<file path="src/rtl/uart_mmio_pkg.sv">
// uart_mmio_pkg: register offsets, STATUS bit positions, TX/RX state
// encodings and the divider clamp shared by the memory-mapped UART responder.
package uart_mmio_pkg;

   // Register offsets decoded from ADDR[3:2]
   localparam logic [1:0] REG_DATA   = 2'd0;
   localparam logic [1:0] REG_STATUS = 2'd1;
   localparam logic [1:0] REG_CTRL   = 2'd2;
   localparam logic [1:0] REG_BAUD   = 2'd3;

   // STATUS bit positions
   localparam int ST_TX_FULL      = 0;
   localparam int ST_TX_EMPTY     = 1;
   localparam int ST_RX_VALID     = 2;
   localparam int ST_RX_OVERRUN   = 3;
   localparam int ST_TX_BUSY      = 4;
   localparam int ST_RX_FRAME_ERR = 5;

   // Smallest divider the bit timing logic supports
   localparam logic [15:0] MIN_DIV = 16'd4;

   typedef enum logic [1:0] {
      TX_IDLE  = 2'd0,
      TX_START = 2'd1,
      TX_DATA  = 2'd2,
      TX_STOP  = 2'd3
   } tx_state_e;

   typedef enum logic [1:0] {
      RX_IDLE  = 2'd0,
      RX_START = 2'd1,
      RX_DATA  = 2'd2,
      RX_STOP  = 2'd3
   } rx_state_e;

   // Raise too-small divider writes to the minimum supported value
   function automatic logic [15:0] clamp_div(input logic [15:0] d);
      return (d < MIN_DIV) ? MIN_DIV : d;
   endfunction

endpackage

</file>
<file path="src/rtl/uart_rx_sampler.sv">
// uart_rx_sampler: 2-FF synchronizer and 8N1 receive FSM. Emits a one-cycle
// done pulse with the byte on a good stop bit, or a frame_err pulse when the
// stop bit is low. A start edge that is high again at mid-bit is a glitch.
module uart_rx_sampler
   import uart_mmio_pkg::*;
(
   input  logic        clk,
   input  logic        rst_n,
   input  logic        rxd,
   input  logic [15:0] div,
   output logic        done,
   output logic        frame_err,
   output logic [7:0]  data
);

   logic        sync1_r, sync2_r, prev_r;
   rx_state_e   state_r, state_s;
   logic [15:0] cnt_r, cnt_s, div_r, div_s;
   logic [2:0]  bit_r, bit_s;
   logic [7:0]  shift_r, shift_s;
   logic        done_r, done_s, ferr_r, ferr_s;
   logic        mid_s, last_s;

   assign mid_s     = (cnt_r == ({1'b0, div_r[15:1]} - 16'd1));
   assign last_s    = (cnt_r == (div_r - 16'd1));
   assign done      = done_r;
   assign frame_err = ferr_r;
   assign data      = shift_r;

   // Synchronize the asynchronous line and keep the previous level for edge detect
   always_ff @(posedge clk or negedge rst_n) begin
      if (!rst_n) begin
         sync1_r <= 1'b1;
         sync2_r <= 1'b1;
         prev_r  <= 1'b1;
      end else begin
         sync1_r <= rxd;
         sync2_r <= sync1_r;
         prev_r  <= sync2_r;
      end
   end

   // Receive state register and registered result pulses
   always_ff @(posedge clk or negedge rst_n) begin
      if (!rst_n) begin
         state_r <= RX_IDLE;
         cnt_r   <= 16'd0;
         div_r   <= MIN_DIV;
         bit_r   <= 3'd0;
         shift_r <= 8'h00;
         done_r  <= 1'b0;
         ferr_r  <= 1'b0;
      end else begin
         state_r <= state_s;
         cnt_r   <= cnt_s;
         div_r   <= div_s;
         bit_r   <= bit_s;
         shift_r <= shift_s;
         done_r  <= done_s;
         ferr_r  <= ferr_s;
      end
   end

   // Next-state logic: start validation at mid-bit, data at bit centres
   always_comb begin
      state_s = state_r;
      cnt_s   = cnt_r;
      div_s   = div_r;
      bit_s   = bit_r;
      shift_s = shift_r;
      done_s  = 1'b0;
      ferr_s  = 1'b0;
      case (state_r)
         RX_IDLE: begin
            if (prev_r && !sync2_r) begin
               state_s = RX_START;
               cnt_s   = 16'd0;
               div_s   = div;
            end else begin
               cnt_s = 16'd0;
            end
         end
         RX_START: begin
            if (mid_s) begin
               cnt_s = 16'd0;
               bit_s = 3'd0;
               if (sync2_r) begin
                  state_s = RX_IDLE;
               end else begin
                  state_s = RX_DATA;
               end
            end else begin
               cnt_s = cnt_r + 16'd1;
            end
         end
         RX_DATA: begin
            if (last_s) begin
               cnt_s   = 16'd0;
               shift_s = {sync2_r, shift_r[7:1]};
               if (bit_r == 3'd7) begin
                  state_s = RX_STOP;
               end else begin
                  bit_s = bit_r + 3'd1;
               end
            end else begin
               cnt_s = cnt_r + 16'd1;
            end
         end
         RX_STOP: begin
            if (last_s) begin
               cnt_s   = 16'd0;
               state_s = RX_IDLE;
               if (sync2_r) begin
                  done_s = 1'b1;
               end else begin
                  ferr_s = 1'b1;
               end
            end else begin
               cnt_s = cnt_r + 16'd1;
            end
         end
         default: begin
            state_s = RX_IDLE;
            cnt_s   = 16'd0;
         end
      endcase
   end

endmodule

</file>
<file path="src/rtl/uart_mmio_resp.sv">
// uart_mmio_resp: memory-mapped UART responder on the core data bus.
// Bus requests are registered on entry, so reads return one cycle after the
// request edge and writes take effect one cycle later. TX FIFO and TX FSM
// live here; the receiver (uart_rx_sampler) is built only when the macro
// UART_RX_EN is defined, otherwise the block is TX-only and RX bits read 0.
module uart_mmio_resp
   import uart_mmio_pkg::*;
#(
   parameter int BAUD_DIV = 868,
   parameter int TX_DEPTH = 4
)
(
   input  logic        iCLK,
   input  logic        iRST,
   input  logic        iBUS_CE,
   input  logic        iBUS_RD,
   input  logic        iBUS_WR,
   input  logic [31:0] iBUS_ADDR,
   input  logic [31:0] iBUS_DATA,
   output logic [31:0] oBUS_DATA,
   input  logic        iUART_RXD,
   output logic        oUART_TXD,
   output logic        oIRQ
);

   localparam int PW = $clog2(TX_DEPTH);
   localparam logic [PW:0] DEPTH_C = (PW+1)'(TX_DEPTH);

   // Registered bus request
   logic        req_ce_r, req_rd_r, req_wr_r;
   logic [1:0]  req_addr_r;
   logic [15:0] req_data_r;
   logic        wr_en_s, rd_en_s, data_wr_s, data_rd_s, status_wr_s, ctrl_wr_s, baud_wr_s;
   // Registers and flags
   logic        ctrl_rxe_r, ctrl_txe_r;
   logic [15:0] baud_r;
   logic [7:0]  rx_byte_r;
   logic        rx_valid_r, rx_overrun_r, rx_ferr_r;
   logic [31:0] bus_data_r, rd_data_s;
   logic        irq_r;
   logic [5:0]  status_s;
   // TX FIFO
   logic [7:0]    fifo_mem_r [TX_DEPTH];
   logic [PW-1:0] wr_ptr_r, rd_ptr_r;
   logic [PW:0]   count_r;
   logic          fifo_full_s, fifo_empty_s, push_s, pop_s;
   // TX engine
   tx_state_e   tx_state_r, tx_state_s;
   logic [15:0] tx_cnt_r, tx_cnt_s, tx_div_r, tx_div_s;
   logic [2:0]  tx_bit_r, tx_bit_s;
   logic [7:0]  tx_shift_r, tx_shift_s;
   logic        txd_r, txd_s, tx_last_s, tx_empty_s, tx_busy_s;
   // Receiver interface
   logic        rx_done_s, rx_ferr_s;
   logic [7:0]  rx_data_s;
   logic        unused_s;

`ifdef UART_RX_EN
   localparam logic RX_ON = 1'b1;
   uart_rx_sampler u_rx_sampler (
      .clk       (iCLK),
      .rst_n     (iRST),
      .rxd       (iUART_RXD),
      .div       (baud_r),
      .done      (rx_done_s),
      .frame_err (rx_ferr_s),
      .data      (rx_data_s)
   );
   assign unused_s = ^{iBUS_ADDR[31:4], iBUS_ADDR[1:0], iBUS_DATA[31:16]};
`else
   localparam logic RX_ON = 1'b0;
   assign rx_done_s = 1'b0;
   assign rx_ferr_s = 1'b0;
   assign rx_data_s = 8'h00;
   assign unused_s  = ^{iBUS_ADDR[31:4], iBUS_ADDR[1:0], iBUS_DATA[31:16], iUART_RXD};
`endif

   // A simultaneous read and write is treated as a write only
   assign wr_en_s     = req_ce_r & req_wr_r;
   assign rd_en_s     = req_ce_r & req_rd_r & ~req_wr_r;
   assign data_wr_s   = wr_en_s & (req_addr_r == REG_DATA);
   assign status_wr_s = wr_en_s & (req_addr_r == REG_STATUS);
   assign ctrl_wr_s   = wr_en_s & (req_addr_r == REG_CTRL);
   assign baud_wr_s   = wr_en_s & (req_addr_r == REG_BAUD);
   assign data_rd_s   = rd_en_s & (req_addr_r == REG_DATA);

   assign fifo_full_s  = (count_r == DEPTH_C);
   assign fifo_empty_s = (count_r == '0);
   assign push_s       = data_wr_s & ~fifo_full_s;
   assign tx_last_s    = (tx_cnt_r == (tx_div_r - 16'd1));
   assign tx_empty_s   = fifo_empty_s & (tx_state_r == TX_IDLE);
   assign tx_busy_s    = (tx_state_r != TX_IDLE);

   assign oBUS_DATA = bus_data_r;
   assign oUART_TXD = txd_r;
   assign oIRQ      = irq_r;

   // Capture the bus request for decoding in the following cycle
   always_ff @(posedge iCLK or negedge iRST) begin
      if (!iRST) begin
         req_ce_r   <= 1'b0;
         req_rd_r   <= 1'b0;
         req_wr_r   <= 1'b0;
         req_addr_r <= 2'd0;
         req_data_r <= 16'h0000;
      end else begin
         req_ce_r   <= iBUS_CE;
         req_rd_r   <= iBUS_RD;
         req_wr_r   <= iBUS_WR;
         req_addr_r <= iBUS_ADDR[3:2];
         req_data_r <= iBUS_DATA[15:0];
      end
   end

   // CTRL and BAUD register writes
   always_ff @(posedge iCLK or negedge iRST) begin
      if (!iRST) begin
         ctrl_rxe_r <= 1'b0;
         ctrl_txe_r <= 1'b0;
         baud_r     <= 16'(BAUD_DIV);
      end else begin
         if (ctrl_wr_s) begin
            ctrl_rxe_r <= req_data_r[0];
            ctrl_txe_r <= req_data_r[1];
         end
         if (baud_wr_s) begin
            baud_r <= clamp_div(req_data_r);
         end
      end
   end

   // RX byte and flags; a completing byte beats a same-cycle DATA read
   always_ff @(posedge iCLK or negedge iRST) begin
      if (!iRST) begin
         rx_byte_r    <= 8'h00;
         rx_valid_r   <= 1'b0;
         rx_overrun_r <= 1'b0;
         rx_ferr_r    <= 1'b0;
      end else begin
         if (rx_done_s) begin
            rx_byte_r  <= rx_data_s;
            rx_valid_r <= 1'b1;
         end else if (data_rd_s) begin
            rx_valid_r <= 1'b0;
         end
         if (rx_done_s && rx_valid_r && !data_rd_s) begin
            rx_overrun_r <= 1'b1;
         end else if (status_wr_s && req_data_r[ST_RX_OVERRUN]) begin
            rx_overrun_r <= 1'b0;
         end
         if (rx_ferr_s) begin
            rx_ferr_r <= 1'b1;
         end else if (status_wr_s && req_data_r[ST_RX_FRAME_ERR]) begin
            rx_ferr_r <= 1'b0;
         end
      end
   end

   // TX FIFO storage and occupancy; writes while full are dropped
   always_ff @(posedge iCLK or negedge iRST) begin
      if (!iRST) begin
         for (int i = 0; i < TX_DEPTH; i++) begin
            fifo_mem_r[i] <= 8'h00;
         end
         wr_ptr_r <= '0;
         rd_ptr_r <= '0;
         count_r  <= '0;
      end else begin
         if (push_s) begin
            fifo_mem_r[wr_ptr_r] <= req_data_r[7:0];
            wr_ptr_r             <= wr_ptr_r + PW'(1);
         end
         if (pop_s) begin
            rd_ptr_r <= rd_ptr_r + PW'(1);
         end
         case ({push_s, pop_s})
            2'b10:   count_r <= count_r + (PW+1)'(1);
            2'b01:   count_r <= count_r - (PW+1)'(1);
            default: count_r <= count_r;
         endcase
      end
   end

   // TX engine state register; TXD is forced high by reset
   always_ff @(posedge iCLK or negedge iRST) begin
      if (!iRST) begin
         tx_state_r <= TX_IDLE;
         tx_cnt_r   <= 16'd0;
         tx_div_r   <= MIN_DIV;
         tx_bit_r   <= 3'd0;
         tx_shift_r <= 8'h00;
         txd_r      <= 1'b1;
      end else begin
         tx_state_r <= tx_state_s;
         tx_cnt_r   <= tx_cnt_s;
         tx_div_r   <= tx_div_s;
         tx_bit_r   <= tx_bit_s;
         tx_shift_r <= tx_shift_s;
         txd_r      <= txd_s;
      end
   end

   // TX next state; a frame starts straight from STOP when more data waits
   always_comb begin
      tx_state_s = tx_state_r;
      tx_cnt_s   = tx_cnt_r;
      tx_div_s   = tx_div_r;
      tx_bit_s   = tx_bit_r;
      tx_shift_s = tx_shift_r;
      txd_s      = txd_r;
      pop_s      = 1'b0;
      case (tx_state_r)
         TX_IDLE: begin
            if (!fifo_empty_s) begin
               pop_s      = 1'b1;
               tx_state_s = TX_START;
               tx_shift_s = fifo_mem_r[rd_ptr_r];
               tx_div_s   = baud_r;
               tx_cnt_s   = 16'd0;
               txd_s      = 1'b0;
            end else begin
               txd_s = 1'b1;
            end
         end
         TX_START: begin
            if (tx_last_s) begin
               tx_state_s = TX_DATA;
               tx_cnt_s   = 16'd0;
               tx_bit_s   = 3'd0;
               txd_s      = tx_shift_r[0];
            end else begin
               tx_cnt_s = tx_cnt_r + 16'd1;
            end
         end
         TX_DATA: begin
            if (tx_last_s) begin
               tx_cnt_s = 16'd0;
               if (tx_bit_r == 3'd7) begin
                  tx_state_s = TX_STOP;
                  txd_s      = 1'b1;
               end else begin
                  tx_bit_s   = tx_bit_r + 3'd1;
                  tx_shift_s = {1'b0, tx_shift_r[7:1]};
                  txd_s      = tx_shift_r[1];
               end
            end else begin
               tx_cnt_s = tx_cnt_r + 16'd1;
            end
         end
         TX_STOP: begin
            if (tx_last_s) begin
               tx_cnt_s = 16'd0;
               if (!fifo_empty_s) begin
                  pop_s      = 1'b1;
                  tx_state_s = TX_START;
                  tx_shift_s = fifo_mem_r[rd_ptr_r];
                  tx_div_s   = baud_r;
                  txd_s      = 1'b0;
               end else begin
                  tx_state_s = TX_IDLE;
                  txd_s      = 1'b1;
               end
            end else begin
               tx_cnt_s = tx_cnt_r + 16'd1;
            end
         end
         default: begin
            tx_state_s = TX_IDLE;
            tx_cnt_s   = 16'd0;
            txd_s      = 1'b1;
         end
      endcase
   end

   // Assemble STATUS; receiver bits read 0 in a TX-only build
   always_comb begin
      status_s                  = 6'b000000;
      status_s[ST_TX_FULL]      = fifo_full_s;
      status_s[ST_TX_EMPTY]     = tx_empty_s;
      status_s[ST_RX_VALID]     = rx_valid_r & RX_ON;
      status_s[ST_RX_OVERRUN]   = rx_overrun_r & RX_ON;
      status_s[ST_TX_BUSY]      = tx_busy_s;
      status_s[ST_RX_FRAME_ERR] = rx_ferr_r & RX_ON;
   end

   // Read data multiplexer
   always_comb begin
      rd_data_s = 32'h0000_0000;
      case (req_addr_r)
         REG_DATA:   rd_data_s = {24'h000000, rx_byte_r & {8{RX_ON}}};
         REG_STATUS: rd_data_s = {26'h0000000, status_s};
         REG_CTRL:   rd_data_s = {30'h00000000, ctrl_txe_r, ctrl_rxe_r & RX_ON};
         REG_BAUD:   rd_data_s = {16'h0000, baud_r};
         default:    rd_data_s = 32'h0000_0000;
      endcase
   end

   // Registered read data (held between reads) and level interrupt
   always_ff @(posedge iCLK or negedge iRST) begin
      if (!iRST) begin
         bus_data_r <= 32'h0000_0000;
         irq_r      <= 1'b0;
      end else begin
         if (rd_en_s) begin
            bus_data_r <= rd_data_s;
         end else begin
            bus_data_r <= bus_data_r;
         end
         irq_r <= (ctrl_rxe_r & RX_ON & rx_valid_r) | (ctrl_txe_r & tx_empty_s);
      end
   end

endmodule

</file>
<file path="config.mk">
export PLATFORM = sky130hd
export DESIGN_NAME = uart_mmio_resp
export DESIGN_NICKNAME = d
export VERILOG_FILES = /design/src/rtl/uart_mmio_pkg.sv /design/src/rtl/uart_rx_sampler.sv /design/src/rtl/uart_mmio_resp.sv
export SDC_FILE = /design/constraint.sdc
export NUM_CORES = 1
export LEC_CHECK = 0
export BUFFER_PORTS_ARGS = -buffer_cell sky130_fd_sc_hd__buf_4
export CORE_ASPECT_RATIO = 1.2
export CORE_MARGIN = 2
export CORE_UTILIZATION = 60
export CTS_CLUSTER_DIAMETER = 100
export DETAILED_ROUTE_END_ITERATION = 12
export PLACE_DENSITY = 0.83
export SLEW_MARGIN = 20
export SYNTH_ARGS = -nofsm -noshare
export SYNTH_HDL_FRONTEND = slang
export SYNTH_SLANG_ARGS = --single-unit
export TNS_END_PERCENT = 100
</file>
<file path="constraint.sdc">
create_clock -name iCLK -period 6.3 [get_ports iCLK]
set_input_delay 0.945 -clock iCLK [delete_from_list [all_inputs] [get_ports iCLK]]
set_output_delay 0.945 -clock iCLK [all_outputs]
set_load 0.02 [all_outputs]
</file>
==> flow_summary.json <==
{
  "status": "finished, final reports clean",
  "cts_tree": "done",
  "die_h_um": 121.9,
  "synthArstFlopShare_pct": 100.0,
  "vias_per_cell": 6.094,
  "synthCells": 597,
  "rsz0062_at_grt": "false",
  "synth_edf_count": 0,
  "r2r-end": "count_r[2]",
  "tightest_slew_ns": 1.013,
  "worstPathArrival_ns": 4.46,
  "grt.overflow.total": 0,
  "cp.required_ns": 6.64,
  "hold_class": "flop to flop",
  "syn_area_um2": 6944,
  "min_period_ns": 4.127,
  "dieArea_um2": 12450,
  "p_per_area_nw_per_um2": 487.8,
  "synth.avg_cell_area_um2": 11.63,
  "cap_violations": 0,
  "synthFlopType": "dfrtp_1",
  "cts_setup_buffers": 0,
  "grt_usage_pct": 25.90,
  "cts.repair.resized": 0,
  "wirelength_mm": 14.92,
  "utilization_pct": 68.45,
  "finalClockSkew_ns": 0.01092,
  "final_nets": 713,
  "slew_headroom_pct": 32.28,
  "rr_worst_depth": 15,
  "synthTopCellsByCount": "dfrtp_1 (133), nand2_1 (58), mux2_2 (56)",
  "whs_path_depth": 2,
  "ir_drop_v": 0.0003289,
  "num_vias": 4863,
  "fin_tns_setup_ns": 0,
  "wl_per_cell_um": 18.69,
  "cp-start-kind": "flop",
  "numCtsBuffers": 17,
  "grt_pass1_wl_mm": 24.63,
  "routabilityCongestion": 0.8902,
  "antenna_found_initial": 0,
  "grt_start_max_net_pins": 74,
  "reg2reg_slack_ns": 2.17,
  "critPathMaxFanout": 7,
  "max_freq_mhz": 242.3,
  "ys_seq_elements": 140,
  "fin_crit_sh_pct": 65.50,
  "clk_pin_slew_ns": 0.06,
  "io_buffers": 40,
  "cp-startpoint": "tx_div_r[0]",
  "core_um2": 11410,
  "seq_area_frac_synth_pct": 50.58,
  "leakagePower_nw": 3.637,
  "drtAntennaViolNets": 0,
  "std_cell_rows": 43,
  "synth_cell_types": 68,
  "drt-initial-drc-count": 403,
  "drive_above_1_share_pct": 26.83,
  "hpwl_mm": 9.487,
  "slew_violations": 0,
  "clk_latency_ns": 0.42,
  "netlist_top_cells_area": "dfrtp_1 (48%), mux2_2 (9.1%), nand2_1 (3.1%)",
  "crit_end": "count_r[2]",
  "ctsHoldBuffers": 0,
  "io_pins": 104,
  "area.growth.synth_to_final_pct": 12.43,
  "yosysWarnings": 0,
  "finalHoldViolCount": 0,
  "drc_errors": 0,
  "setup_viol": 0,
  "crit_type": "flop to flop",
  "htreeDepth": 4,
  "clkSinkCount": 140,
  "r2r_start": "tx_div_r[0]",
  "yosys.area.top_type": "dfrtp_1",
  "first_global_vias": 4871,
  "end_kind": "flop",
  "fillers": 762,
  "num_antenna_cells": 0,
  "clockBufferDepth": 2,
  "yosys.area.top_type_share_pct": 47.93,
  "yosysMostFrequentCell": "dfrtp_1",
  "root_buffer": "clkbuf_16",
  "fp.dieW_um": 102.2,
  "first_pass_iters": 6,
  "initial_utilization_pct": 60.88
}
## per-stage QoR
step	cell area, µm²	std cells	setup slack (ns)	hold WS [ns]	power, mW
floorplan	7000	612	2.730	0.4570	2.557
global placement	7228	766	2.409	0.4685	2.704
detailed placement	7228	766	2.321	0.4830	2.803
CTS	7801	798	2.252	0.4976	3.803
global route	7807	798	1.992	0.5228	4.026
finish	7807	798	2.173	0.4930	3.808
## cell usage in the layout (no fill, tap or decap), types with 9 or more instances in the layout
cell type,Yosys,final
and3_1,13,13
xor2_1,12,12
nand3_1,14,14
a21oi_1,18,18
xnor2_1,11,11
inv_1,12,12
conb_1,1,16
mux2_2,56,56
nand2b_1,13,13
buf_4,18,41
a31oi_1,21,21
mux2_4,10,10
ha_1,14,14
nand2_1,58,58
o21ai_0,24,24
nor2_1,21,21
dfrtp_1,133,133
clkbuf_16,0,17
o211ai_1,9,9
## final cells by class
class	count	area, µm²	area share (%)
clock buffers	18	439.2	5.625
clock inverters	14	133.9	1.715
inverters	13	48.80	0.6250
multi-input cells	414	3158	40.45
flip-flops and latches	140	3512	44.98
well taps	157	196.4	2.516
repair buffers	42	319.1	4.087
## per-layer routing
metal  part of all wire [%]  GRT usage [%]  vias up  routed length (µm)
li1                       -              -     2196                   -
met5                      0              0        -                   0
met4                    2.9          11.08        0                 438
met2                     52          42.72      191                7765
met3                    5.0          5.450       36                 741
met1                     40          33.16     2440                5969
## sequential cells by signal, indices dropped and copies added (netlist names), 2 cells and up
signal	flops
rd_ptr_r	2
tx_shift_r	8
tx_cnt_r	16
tx_div_r	16
tx_bit_r	3
wr_ptr_r	2
baud_r	16
req_data_r	16
count_r	3
fifo_mem_r	32
tx_state_r	2
oBUS_DATA	16
req_addr_r	2
## cells by family after synthesis
logic type                 synth area share [%]
and+or+nand+nor                           13.44
DFF                                       50.58
AOI/OAI and AO/OA                         10.02
muxes                                     15.35
buffers and inverters                     4.847
xor gates and xnor gates                  2.901
adders and majority gates                 2.811
other                                   0.05400
## worst max-delay path: stages (launching register included)
cell and delay [ns]:
dfrtp_1 0.46, inv_1 0.09, ha_1 0.24, or3b_1 0.51, o31ai_2 0.25, a21oi_1 0.12, a2111oi_2 0.37, o2111a_2 0.40
a31oi_1 0.13, nor3_1 0.29, ha_1 0.26, inv_1 0.07, fa_1 0.37, xor2_1 0.16, nor2_1 0.16, xor2_1 0.17
## how the worst min path moves through the flow
stage                  start            end  slack [ns]
2_1_floorplan     count_r[2]     count_r[2]        0.46
3_3_place_gp   oBUS_DATA[13]  oBUS_DATA[13]        0.47
3_5_place_dp   oBUS_DATA[13]  oBUS_DATA[13]        0.48
4_1_cts        oBUS_DATA[13]  oBUS_DATA[13]        0.50
5_1_grt           count_r[2]     count_r[2]        0.52
6_report       oBUS_DATA[13]  oBUS_DATA[13]        0.49
## where the power goes
| group | leakage [nW] | total [mW] | switching, mW | internal [mW] |
|---|---|---|---|---|
| Combinational | 1.60 | 1.37 | 0.699 | 0.676 |
| Clock | 0.272 | 0.967 | 0.406 | 0.561 |
| Sequential | 1.76 | 1.47 | 0.291 | 1.18 |
No activity file was read; power rests on OpenSTA's default activity.
